## src/rtl/anim_sequencer.sv

```systemverilog
`default_nettype none
// ============================================================================
// Module      : anim_sequencer
// Description : Sprite-animation sequencer. Steps a frame index through one
//               of four play modes (loop, one-shot, ping-pong, reverse loop)
//               on qualifying ticks, holding each frame for hold+1 ticks, and
//               emits a registered sprite-ROM address
//               {anim_cur, frame, ram_addr_y, ram_addr_x}.
// Ports       : clk_25, rst (sync, active-high)
//               tick/start/pause                control
//               anim_sel/anim_len/mode/hold     parameters, latched on start
//               ram_addr_x/ram_addr_y           pixel coordinates
//               frame/anim_cur/busy/done        status
//               rom_addr                        sprite-ROM address
// Revision    : 1.0 - initial release
// ============================================================================
module anim_sequencer #(
    parameter int FRAME_W = 4,
    parameter int ANIM_W  = 2,
    parameter int HOLD_W  = 4,
    parameter int ADDR_W  = 8
) (
    input  logic                              clk_25,
    input  logic                              rst,
    input  logic                              tick,
    input  logic                              start,
    input  logic                              pause,
    input  logic [ANIM_W-1:0]                 anim_sel,
    input  logic [FRAME_W-1:0]                anim_len,
    input  logic [1:0]                        mode,
    input  logic [HOLD_W-1:0]                 hold,
    input  logic [ADDR_W-1:0]                 ram_addr_x,
    input  logic [ADDR_W-1:0]                 ram_addr_y,
    output logic [FRAME_W-1:0]                frame,
    output logic [ANIM_W-1:0]                 anim_cur,
    output logic                              busy,
    output logic                              done,
    output logic [ANIM_W+FRAME_W+2*ADDR_W-1:0] rom_addr
);

    localparam logic [1:0] c_MODE_LOOP = 2'b00;
    localparam logic [1:0] c_MODE_ONE  = 2'b01;
    localparam logic [1:0] c_MODE_PING = 2'b10;
    localparam logic [1:0] c_MODE_REV  = 2'b11;

    localparam logic [FRAME_W-1:0] c_F_ZERO = '0;
    localparam logic [FRAME_W-1:0] c_F_ONE  = FRAME_W'(1);
    localparam logic [HOLD_W-1:0]  c_H_ONE  = HOLD_W'(1);

    typedef enum logic [1:0] {
        S_IDLE = 2'd0,
        S_PLAY = 2'd1,
        S_DONE = 2'd2
    } state_t;

    state_t                              state_q, state_d;
    logic [FRAME_W-1:0]                  frame_q, frame_d;
    logic [ANIM_W-1:0]                   anim_q, anim_d;
    logic [FRAME_W-1:0]                  len_q, len_d;
    logic [1:0]                          mode_q, mode_d;
    logic [HOLD_W-1:0]                   hold_q, hold_d;
    logic [HOLD_W-1:0]                   hold_cnt_q, hold_cnt_d;
    logic                                dir_up_q, dir_up_d;
    logic                                done_q, done_d;
    logic [ANIM_W+FRAME_W+2*ADDR_W-1:0]  rom_addr_q, rom_addr_d;

    always_ff @(posedge clk_25) begin
        if (rst) begin
            state_q    <= S_IDLE;
            frame_q    <= '0;
            anim_q     <= '0;
            len_q      <= '0;
            mode_q     <= c_MODE_LOOP;
            hold_q     <= '0;
            hold_cnt_q <= '0;
            dir_up_q   <= 1'b1;
            done_q     <= 1'b0;
            rom_addr_q <= '0;
        end else begin
            state_q    <= state_d;
            frame_q    <= frame_d;
            anim_q     <= anim_d;
            len_q      <= len_d;
            mode_q     <= mode_d;
            hold_q     <= hold_d;
            hold_cnt_q <= hold_cnt_d;
            dir_up_q   <= dir_up_d;
            done_q     <= done_d;
            rom_addr_q <= rom_addr_d;
        end
    end

    always_comb begin
        state_d    = state_q;
        frame_d    = frame_q;
        anim_d     = anim_q;
        len_d      = len_q;
        mode_d     = mode_q;
        hold_d     = hold_q;
        hold_cnt_d = hold_cnt_q;
        dir_up_d   = dir_up_q;
        done_d     = 1'b0;
        // Address uses the pre-edge anim/frame with the coordinates of this edge.
        rom_addr_d = {anim_q, frame_q, ram_addr_y, ram_addr_x};

        if (start) begin
            state_d    = S_PLAY;
            anim_d     = anim_sel;
            len_d      = anim_len;
            mode_d     = mode;
            hold_d     = hold;
            hold_cnt_d = '0;
            dir_up_d   = 1'b1;
            frame_d    = (mode == c_MODE_REV) ? anim_len : c_F_ZERO;
        end else if (state_q == S_PLAY && tick && !pause) begin
            if (hold_cnt_q < hold_q) begin
                hold_cnt_d = hold_cnt_q + c_H_ONE;
            end else begin
                hold_cnt_d = '0;
                case (mode_q)
                    c_MODE_LOOP: begin
                        frame_d = (frame_q == len_q) ? c_F_ZERO : frame_q + c_F_ONE;
                    end
                    c_MODE_ONE: begin
                        if (frame_q == len_q) begin
                            state_d = S_DONE;
                            done_d  = 1'b1;
                        end else begin
                            frame_d = frame_q + c_F_ONE;
                        end
                    end
                    c_MODE_PING: begin
                        // A single-frame animation has nowhere to bounce to.
                        if (len_q == c_F_ZERO) begin
                            frame_d = c_F_ZERO;
                        end else if (dir_up_q) begin
                            if (frame_q == len_q) begin
                                dir_up_d = 1'b0;
                                frame_d  = len_q - c_F_ONE;
                            end else begin
                                frame_d = frame_q + c_F_ONE;
                            end
                        end else begin
                            if (frame_q == c_F_ZERO) begin
                                dir_up_d = 1'b1;
                                frame_d  = c_F_ONE;
                            end else begin
                                frame_d = frame_q - c_F_ONE;
                            end
                        end
                    end
                    default: begin
                        frame_d = (frame_q == c_F_ZERO) ? len_q : frame_q - c_F_ONE;
                    end
                endcase
            end
        end
    end

    assign frame    = frame_q;
    assign anim_cur = anim_q;
    assign busy     = (state_q == S_PLAY);
    assign done     = done_q;
    assign rom_addr = rom_addr_q;

endmodule
`default_nettype wire

```

## config.mk

```make
export PLATFORM = sky130hd
export DESIGN_NAME = anim_sequencer
export DESIGN_NICKNAME = d
export VERILOG_FILES = /design/src/rtl/anim_sequencer.sv
export SDC_FILE = /design/constraint.sdc
export NUM_CORES = 1
export LEC_CHECK = 0
export ABC_CLOCK_PERIOD_IN_PS = 2500
export BUFFER_PORTS_ARGS = -buffer_cell sky130_fd_sc_hd__buf_2
export CAP_MARGIN = 0
export CORE_UTILIZATION = 46
export CTS_CLUSTER_SIZE = 24
export DETAILED_ROUTE_END_ITERATION = 8
export GPL_TIMING_DRIVEN = 1
export MAX_ROUTING_LAYER = met4
export PLACE_DENSITY_LB_ADDON = 0.15
export SLEW_MARGIN = 15
export SYNTH_ARGS = -nofsm -noshare
export SYNTH_HDL_FRONTEND = slang
export SYNTH_SLANG_ARGS = --single-unit
```

## constraint.sdc

```tcl
create_clock -name clk_25 -period 2.5 [get_ports clk_25]
set_input_delay 0.25 -clock clk_25 [delete_from_list [all_inputs] [get_ports clk_25]]
set_output_delay 0.25 -clock clk_25 [all_outputs]
set_load 0.02 [all_outputs]
```

# Word-level counts from Yosys, hierarchy flattened

Index checks and enable logic that the tools add are counted.

Logic and storage cells: 64
Output and inout port bits: 30
Register bits: 46
Bits of input ports: 33

Multiplexer cells: 22
Magnitude comparators: 1
Reductions and logical operators: 15
Add/subtract/negate cells: 4
Equal/unequal tests: 7
Bitwise logic cells: 4

Operators by type and width:

| cell                  | number |
|---|---|
| $mux W4               | 12 |
| $pmux W4 S3           | 1 |
| $reduce_and A4 Y1     | 3 |
| $mux W1               | 9 |
| $add A4 B1 Y4 const B | 2 |
| $logic_not A4 Y1      | 2 |
| $sub A4 B1 Y4 const B | 2 |
| $reduce_bool A2 Y1    | 3 |
| $reduce_or A5 Y1      | 1 |
| $eq A2 B1 Y1 const B  | 2 |
| $eq A2 B2 Y1 const B  | 2 |
| $eq A4 B4 Y1          | 1 |
| $lt A4 B4 Y1          | 1 |
| $not A1 Y1            | 4 |
| $ne A3 B3 Y1 const B  | 1 |
| $reduce_and A3 Y1     | 1 |
| $logic_and A1 B1 Y1   | 2 |
| $logic_not A2 Y1      | 1 |
| $ne A2 B2 Y1 const B  | 1 |
| $reduce_or A2 Y1      | 1 |
| $logic_not A1 Y1      | 1 |

# Logic depth before layout (Yosys ltp)

Gate-level depths: netlist of run 1.

Depth in word-level cells: 8
Mapped depth: 9
Depth with buffers taken out: 8

# Worst setup path after synthesis of run 1

No wires, ideal clock.

Kind: reg2reg
Start point: register frame_q[0], in the netlist frame[0]
End point: register frame_q[1], in the netlist frame[1]
Period minus slack after synthesis: 2.081 ns
Data arrival time: 1.986 ns
Path slack: 0.419 ns
Path buffers: 1
Stages on the path, launching flop included: 10
Library setup time: 0.095 ns
Data required time: 2.405 ns
Path through: dfxtp_1 > inv_1 > ha_1 > or3b_1 > clkbuf_1 > nor2_1 > a211oi_1 > a21oi_1 > o32a_1 > a221oi_1

Word-level cells in the longest chain between the ends: 8
Elaborated cells on any way between the ends: 17
Those cells by class: add/sub: 2; eq/ne: 2; mux: 11; reduce/logical: 2

Ends and longest elaborated chain:

| element                                     | RTL line | text |
|---|---|---|
| start: declaration                          | 57       | `logic [FRAME_W-1:0] frame_q, frame_d;` |
| start signal: assignment                    | 81       | `frame_q <= frame_d;` |
| $sub A4 B1 Y4, or another cell as far along | 148, 153 |  |
| $mux W4 (on tied branches)                  | 144, 137 |  |
| $mux W4                                     | 136      | `end else if (dir_up_q) begin` |
| $mux W4                                     | 134      | `if (len_q == c_F_ZERO) begin` |
| $pmux W4 S3                                 | 120      | `case (mode_q)` |
| $mux W4                                     | 116      | `if (hold_cnt_q < hold_q) begin` |
| $mux W4                                     | 115      | `end else if (state_q == S_PLAY && tick && !pause) begin` |
| $mux W4                                     | 106      | `if (start) begin` |

Several ways; a longest one is shown, not always the timed one. The select of a mux whose other input is x is not followed.
A chain may end at the register's enable or synchronous reset.

# Worst setup path after layout of run 1

Start point: register frame_q[1], in the netlist frame[1]
End point: register frame_q[1], in the netlist frame[1]

Same word-level chain as after synthesis.

==> flow_metrics.tcl, run 1 <==
set metrics [dict create \
    grt_max_degree 29 \
    syn_inst 230 \
    synth_edf_count 0 \
    clk_pin_slew_ns 0.09 \
    placed_area_um2 2475 \
    rsz0062_at_grt "no" \
    cts_hold_buf 0 \
    total_power_mw 1.546 \
    cellPowerDensity_nw_per_um2 602.7 \
    clock-sinks 46 \
    drt-vias-per-instance 5.090 \
    fin_skew_ns 0.008902 \
    rr_worst_depth 7 \
    p_sw_mw 0.4521 \
    r2r_end "frame[1]$_SDFFE_PP0P_" \
    syn_avg_cell_area_um2 9.210 \
    initial_utilization_pct 48.32 \
    die-area_um2 4880 \
    drt_iter0_drc 132 \
    numCtsBuffers 5 \
    cp.arrival_ns 2.43 \
    hp-class "in2reg" \
    core_um2 4384 \
    post_cts_buffers 0 \
    grt_first_pass_wirelength_um 7596 \
    rows 24 \
    status "complete, no violations" \
    irDropWorstVdd_v 0.0004799 \
    synth_top_area_share_pct 43.47 \
    cts_tree "done" \
    post-dp-hpwl_um 3354 \
    worstSetupStartpointType "flop" \
    drtPass1Iterations 4 \
    fmax_mhz 445.6 \
    post_cts_resized 0 \
    setup_viol 0 \
    timing.rr.start "frame[1]$_SDFFE_PP0P_" \
    cts_htree_levels 2 \
    maxCapViolCount 0 \
    route.detailed.drc 0 \
    yosys_warnings 0 \
    netlist_area_um2 2118 \
    die_h_um 69.86 \
    via_count 1761 \
    synth_seq_cells 46 \
    syn_nets 271 \
    die_w_um 69.86 \
    syn_to_final_growth_pct 21.09 \
    max-slew-margin-rel_pct 58.65 \
    grt_use_total_pct 19.86 \
    p_clk_share_pct 29.1 \
    clk_latency_ns 0.30 \
    r2r_slack_ns 0.26 \
    comb_power_share_pct 19.7 \
    grt_pass1_vias 1638 \
    p_int_mw 1.094 \
    slew_violations 0 \
    worstPathMaxFanout 6 \
    synth_top_cell_by_area "dfxtp_1" \
    seqPwrFrac_pct 51.2 \
    crit_end "frame[1]$_SDFFE_PP0P_" \
    synth-main-ff-cell "dfxtp_1" \
    clockRootBuffer "clkbuf_8" \
    finalCritPeriodShare_pct 89.77 \
    cp-startpoint "frame[1]$_SDFFE_PP0P_" \
    netSwitchingFraction_pct 29.24 \
    fin_area_um2 2565 \
    layout_min_cycle_time_ns 2.244 \
    grt-ovfl-total 0 \
    criticalPathCategory "reg2reg" \
    synthArstFlopShare_pct 0 \
    synth_cell_type_count 44 \
    cp.required_ns 2.69 \
    p_leak_nw 1.173 \
    antenna_cells 0 \
    worstMarginPinSlew_ns 0.6202 \
    routed_wl_um 4450 \
    io_buffer_count 62 \
    gp_congestion 0.9079 \
    report.final.hold_viol_count 0 \
    io_pins 63 \
    endpoint_kind "flop" \
    synth.area.top_cells "dfxtp_1 43%, nor2b_1 6.5%, mux2i_1 6.1%" \
    wire_per_inst_um 12.86 \
    nFillCells 400 \
    tns_ns 0 \
    antenna_found_initial 0 \
    nets 334 \
    ys_seq_area_share_pct 43.47 \
    clockBufferDepth 2 \
    drtAntennaViolNets 0 \
    drive_gt1_share_pct 28.57 \
]
-- sequential cells by signal, summed over array words and instances, names as in the netlist --
register,count
anim_cur,2
dir_up_q,1
done,1
frame,4
hold_cnt_q,4
hold_q,4
len_q,4
mode_q,2
rom_addr,22
state_q,2
-- layout make-up --
class / instances / area, um2 / share of cell area (%)
clock buffer: 5 / 68.82 / 2.683
clock inverter: 3 / 21.27 / 0.8293
inverter: 13 / 48.80 / 1.902
multi-input combinational: 159 / 1085 / 42.29
sequential: 46 / 920.9 / 35.90
tap: 52 / 65.06 / 2.537
timing repair buffer: 68 / 355.3 / 13.85
-- critical path: stages (launching register included) --
cell and delay (ns):
dfxtp_1 0.37, inv_1 0.12, ha_1 0.26, or3b_1 0.46, a211oi_1 0.27, a21oi_1 0.06, o32a_1 0.30, a221oi_1 0.30
-- power groups by stage --
stage / clock network (mW) / logic [mW] / registers, mW
2_1_floorplan: 0 / 0.183 / 0.836
3_3_place_gp: 0 / 0.301 / 0.808
3_5_place_dp: 0 / 0.301 / 0.809
4_1_cts: 0.466 / 0.303 / 0.792
5_1_grt: 0.491 / 0.333 / 0.797
6_report: 0.451 / 0.304 / 0.792
-- kinds of logic after synthesis --
kind of cell	synth area share (%)
compound gates	12.11
xor+xnor	4.903
fa+ha+maj	4.726
buf+inv	5.316
flops	43.47
mux	6.143
simple gates	23.33
-- how the worst min path moves through the flow --
stage                              from                       to  slack (ns)  depth (start not counted)
after floorplan                     rst    dir_up_q$_SDFFE_PP1P_        0.37                          2
after global placement    ram_addr_x[5]   rom_addr[5]$_SDFF_PP0_        0.46                          2
after detailed placement  ram_addr_x[3]   rom_addr[3]$_SDFF_PP0_        0.46                          2
after CTS                 ram_addr_x[3]   rom_addr[3]$_SDFF_PP0_        0.15                          2
after global routing      ram_addr_y[0]   rom_addr[8]$_SDFF_PP0_        0.15                          2
final                     ram_addr_y[4]  rom_addr[12]$_SDFF_PP0_        0.16                          2
-- Yosys cell counts, types with 2 or more instances --
| library cell | number |
|---|---|
| a211oi_1 | 2 |
| a21oi_1 | 10 |
| a221oi_1 | 4 |
| buf_6 | 2 |
| clkbuf_1 | 8 |
| dfxtp_1 | 46 |
| ha_1 | 8 |
| inv_1 | 13 |
| mux2i_1 | 13 |
| nand2_1 | 9 |
| nand2b_1 | 4 |
| nand3_1 | 2 |
| nand4_1 | 3 |
| nor2_1 | 32 |
| nor2b_1 | 22 |
| nor3_1 | 6 |
| o21ai_0 | 9 |
| o32ai_1 | 2 |
| or3_1 | 2 |
| xnor2_1 | 3 |
| xor2_1 | 7 |
-- through the flow --
step / worst slack (ns) / std cells / utilization [%] / hold slack, ns
global route: 0.1770 / 346 / 58.50 / 0.1527
floorplan: 0.4187 / 230 / - / 0.3745
CTS: 0.2914 / 346 / 58.50 / 0.1524
global placement: 0.4557 / 338 / 56.45 / 0.4579
finish: 0.2557 / 346 / 58.50 / 0.1586
detailed placement: 0.3140 / 338 / 56.45 / 0.4633
-- cell usage in the layout, fill, tap and decap left out, types with 3 or more instances in the layout --
master,Yosys,layout
inv_1,13,13
a221oi_1,4,4
nor3_1,6,6
nor2_1,32,32
nand2_1,9,9
nand4_1,3,3
buf_2,0,62
mux2i_1,13,13
xor2_1,7,7
ha_1,8,8
o21ai_0,9,9
nor2b_1,22,22
buf_4,1,6
dfxtp_1,46,46
xnor2_1,3,3
a21oi_1,10,10
clkbuf_8,0,5
nand2b_1,4,4
-- routing by layer --
layer  global-route usage [%]  routed length [um]  vias up
li1                         -                   -      904
met5                        -                   0        -
met1                    25.07                2054      809
met3                    3.896                 180        6
met4                    6.222                  58        0
met2                    32.16                2157       42
Note: power is estimated with default switching activity, not from simulation.
==> run 2: changes to the inputs <==
- ABC_CLOCK_PERIOD_IN_PS: 2500 -> 2000
- clock period: 2.5 -> 2 ns (I/O delays scaled with it)
==> run 2 against run 1 <==
  * Worst hold slack lost 0.051 ns
  * Wire length grew 7.5%
  * Clock-buffer cell count grew 1
  * Highest routed layer unchanged
  * First-iteration DRC count shrank 11%
  * Largest cell class unchanged
  * Combinational power grew 40%
  * Sequential share of layout area shrank 1.3 points
  * Critical path type unchanged
  * Clock power grew 22%
  * Via count grew 3.1%
  * Critical path depth grew 1
  * Register-to-register slack lost 0.15 ns
==> flow_metrics.tcl, run 2 (same netlist as run 1, synthesis figures left out) <==
set metrics [dict create \
    hp-class "in2reg" \
    die-area_um2 4880 \
    antenna_found_initial 0 \
    maxCapViolCount 0 \
    cts_tree "done" \
    timing.rr.start "len_q[0]$_SDFFE_PP0P_" \
    min_path_cells 2 \
    io_buffer_count 62 \
    cellPowerDensity_nw_per_um2 730.5 \
    grt_pass1_vias 1701 \
    worstSetupStartpointType "flop" \
    grt_max_degree 29 \
    fin_skew_ns 0.006964 \
    io_pins 63 \
    gp_congestion 0.9060 \
    whs_ns 0.1076 \
    r2r_slack_ns 0.10 \
    initial_utilization_pct 48.32 \
    grt_use_total_pct 21.09 \
    drtAntennaViolNets 0 \
    numCtsBuffers 5 \
    endpoint_kind "flop" \
    drtPass1Iterations 4 \
    final_cell_mix "62 x buf_2, 41 x dfxtp_1, 31 x nor2_1" \
    r2r_end "frame[2]$_SDFFE_PP0P_" \
    clockRootBuffer "clkbuf_8" \
    antenna_cells 0 \
    via_count 1816 \
    irDropWorstVdd_v 0.0004246 \
    post-dp-hpwl_um 3636 \
    status "complete, no violations" \
    clk_latency_ns 0.30 \
    grt_busiest_layer "met2" \
    worstMarginPinSlew_ns 0.6380 \
    worstPathMaxFanout 4 \
    fmax_mhz 526.7 \
    layout_min_cycle_time_ns 1.899 \
    globalRouteMet2Util_pct 33.65 \
    final_common_cell "buf_2" \
    p_leak_nw 1.235 \
    syn_to_final_growth_pct 27.11 \
    use_met3_pct 4.762 \
    max-slew-margin-rel_pct 57.46 \
    drive_gt1_share_pct 34.64 \
    use_met1_pct 26.45 \
    clk_pin_slew_ns 0.09 \
    nets 346 \
    routed_wl_um 4782 \
    report.final.hold_viol_count 0 \
    die_w_um 69.86 \
    holdCritStartpoint "ram_addr_x[4]" \
    grt_first_pass_wirelength_um 7914 \
    finalCritPeriodShare_pct 94.93 \
    wire_per_inst_um 13.36 \
    drt_iter0_drc 117 \
    cp.required_ns 2.20 \
    slew_violations 0 \
    final_util_pct 61.42 \
    cts_hold_buf 0 \
    route.detailed.drc 0 \
    min_to "rom_addr[4]$_SDFF_PP0_" \
    rsz0062_at_grt "yes" \
    rr_worst_depth 8 \
    drt-vias-per-instance 5.073 \
    criticalPathCategory "reg2reg" \
    largest_reg_flops 22 \
    clock-sinks 46 \
    cts_htree_levels 2 \
    clockBufferDepth 2 \
    core_um2 4384 \
    setup_viol 0 \
    die_h_um 69.86 \
    rows 24 \
    cp.arrival_ns 2.10 \
    grt-ovfl-total 0 \
]
==> run 2: cell count changes in the layout (fill, tap and decap cells not counted), sizes merged <==
cell,before,now
buf,68,80
clkinvlp,1,0
clkbuf,5,6
==> run 2: power by group <==
part | leakage, nW | total [mW] | internal (mW) | switching, mW
logic | 0.809 | 0.426 | 0.196 | 0.230
clock network | 0.0452 | 0.550 | 0.247 | 0.303
registers | 0.381 | 0.991 | 0.960 | 0.0309
==> run 2: area by class of cell <==
type	count	area [um2]
Timing Repair Buffer	80	445.4
Sequential cell	46	932.1
Clock buffer	6	72.57
Fill cell	415	1692
Clock inverter	2	13.76
Multi-Input combinational cell	159	1115
Inverter	13	48.80
Tap cell	52	65.06
==> run 2: worst max-delay path, cell delays in order, from the launching register on <==
cell      delay, ns
dfxtp_2        0.36
inv_1          0.08
ha_1           0.19
or3b_2         0.20
nand3_1        0.08
or3_1          0.37
a211oi_1       0.18
nor2_1         0.09
a221oi_2       0.25
==> run 2: worst max-delay path by stage <==
stage	to	slack [ns]	cells after the start	startpoint
floorplan	frame[1]$_SDFFE_PP0P_	0.003	8	frame[1]$_SDFFE_PP0P_
global placement	frame[2]$_SDFFE_PP0P_	-0.00008	8	len_q[0]$_SDFFE_PP0P_
detailed placement	frame[2]$_SDFFE_PP0P_	0.03	8	len_q[0]$_SDFFE_PP0P_
CTS	frame[2]$_SDFFE_PP0P_	0.007	8	len_q[0]$_SDFFE_PP0P_
global route	frame[0]$_SDFFE_PP0P_	-0.01	9	frame[0]$_SDFFE_PP0P_
finish	frame[2]$_SDFFE_PP0P_	0.10	8	len_q[0]$_SDFFE_PP0P_
==> run 2: per-stage QoR <==
step	total power, mW	setup slack [ns]	setup TNS (ns)	instance area [um2]	std cells
after floorplan	1.277	0.002819	0	2125	230
after global placement	1.415	-0.00007794	-0.00007794	2549	347
after detailed placement	1.418	0.03121	0	2549	347
after CTS	1.968	0.007094	0	2635	355
after global routing	2.067	-0.01371	-0.01597	2693	358
final	1.967	0.1015	0	2693	358
==> run 2: timing repair <==
| action | in CTS | in global routing |
|---|---|---|
| gates resized for setup | 0 | 12 |
| buffers inserted | 0 | 3 |
| endpoints found under the setup margin | 0 | 4 |
==> run 2: per-layer routing <==
metal / routed length, um / vias to the layer above
li1: - / 930
met3: 303 / 8
met2: 2315 / 66
met5: 0 / -
met1: 2087 / 812
met4: 76 / 0
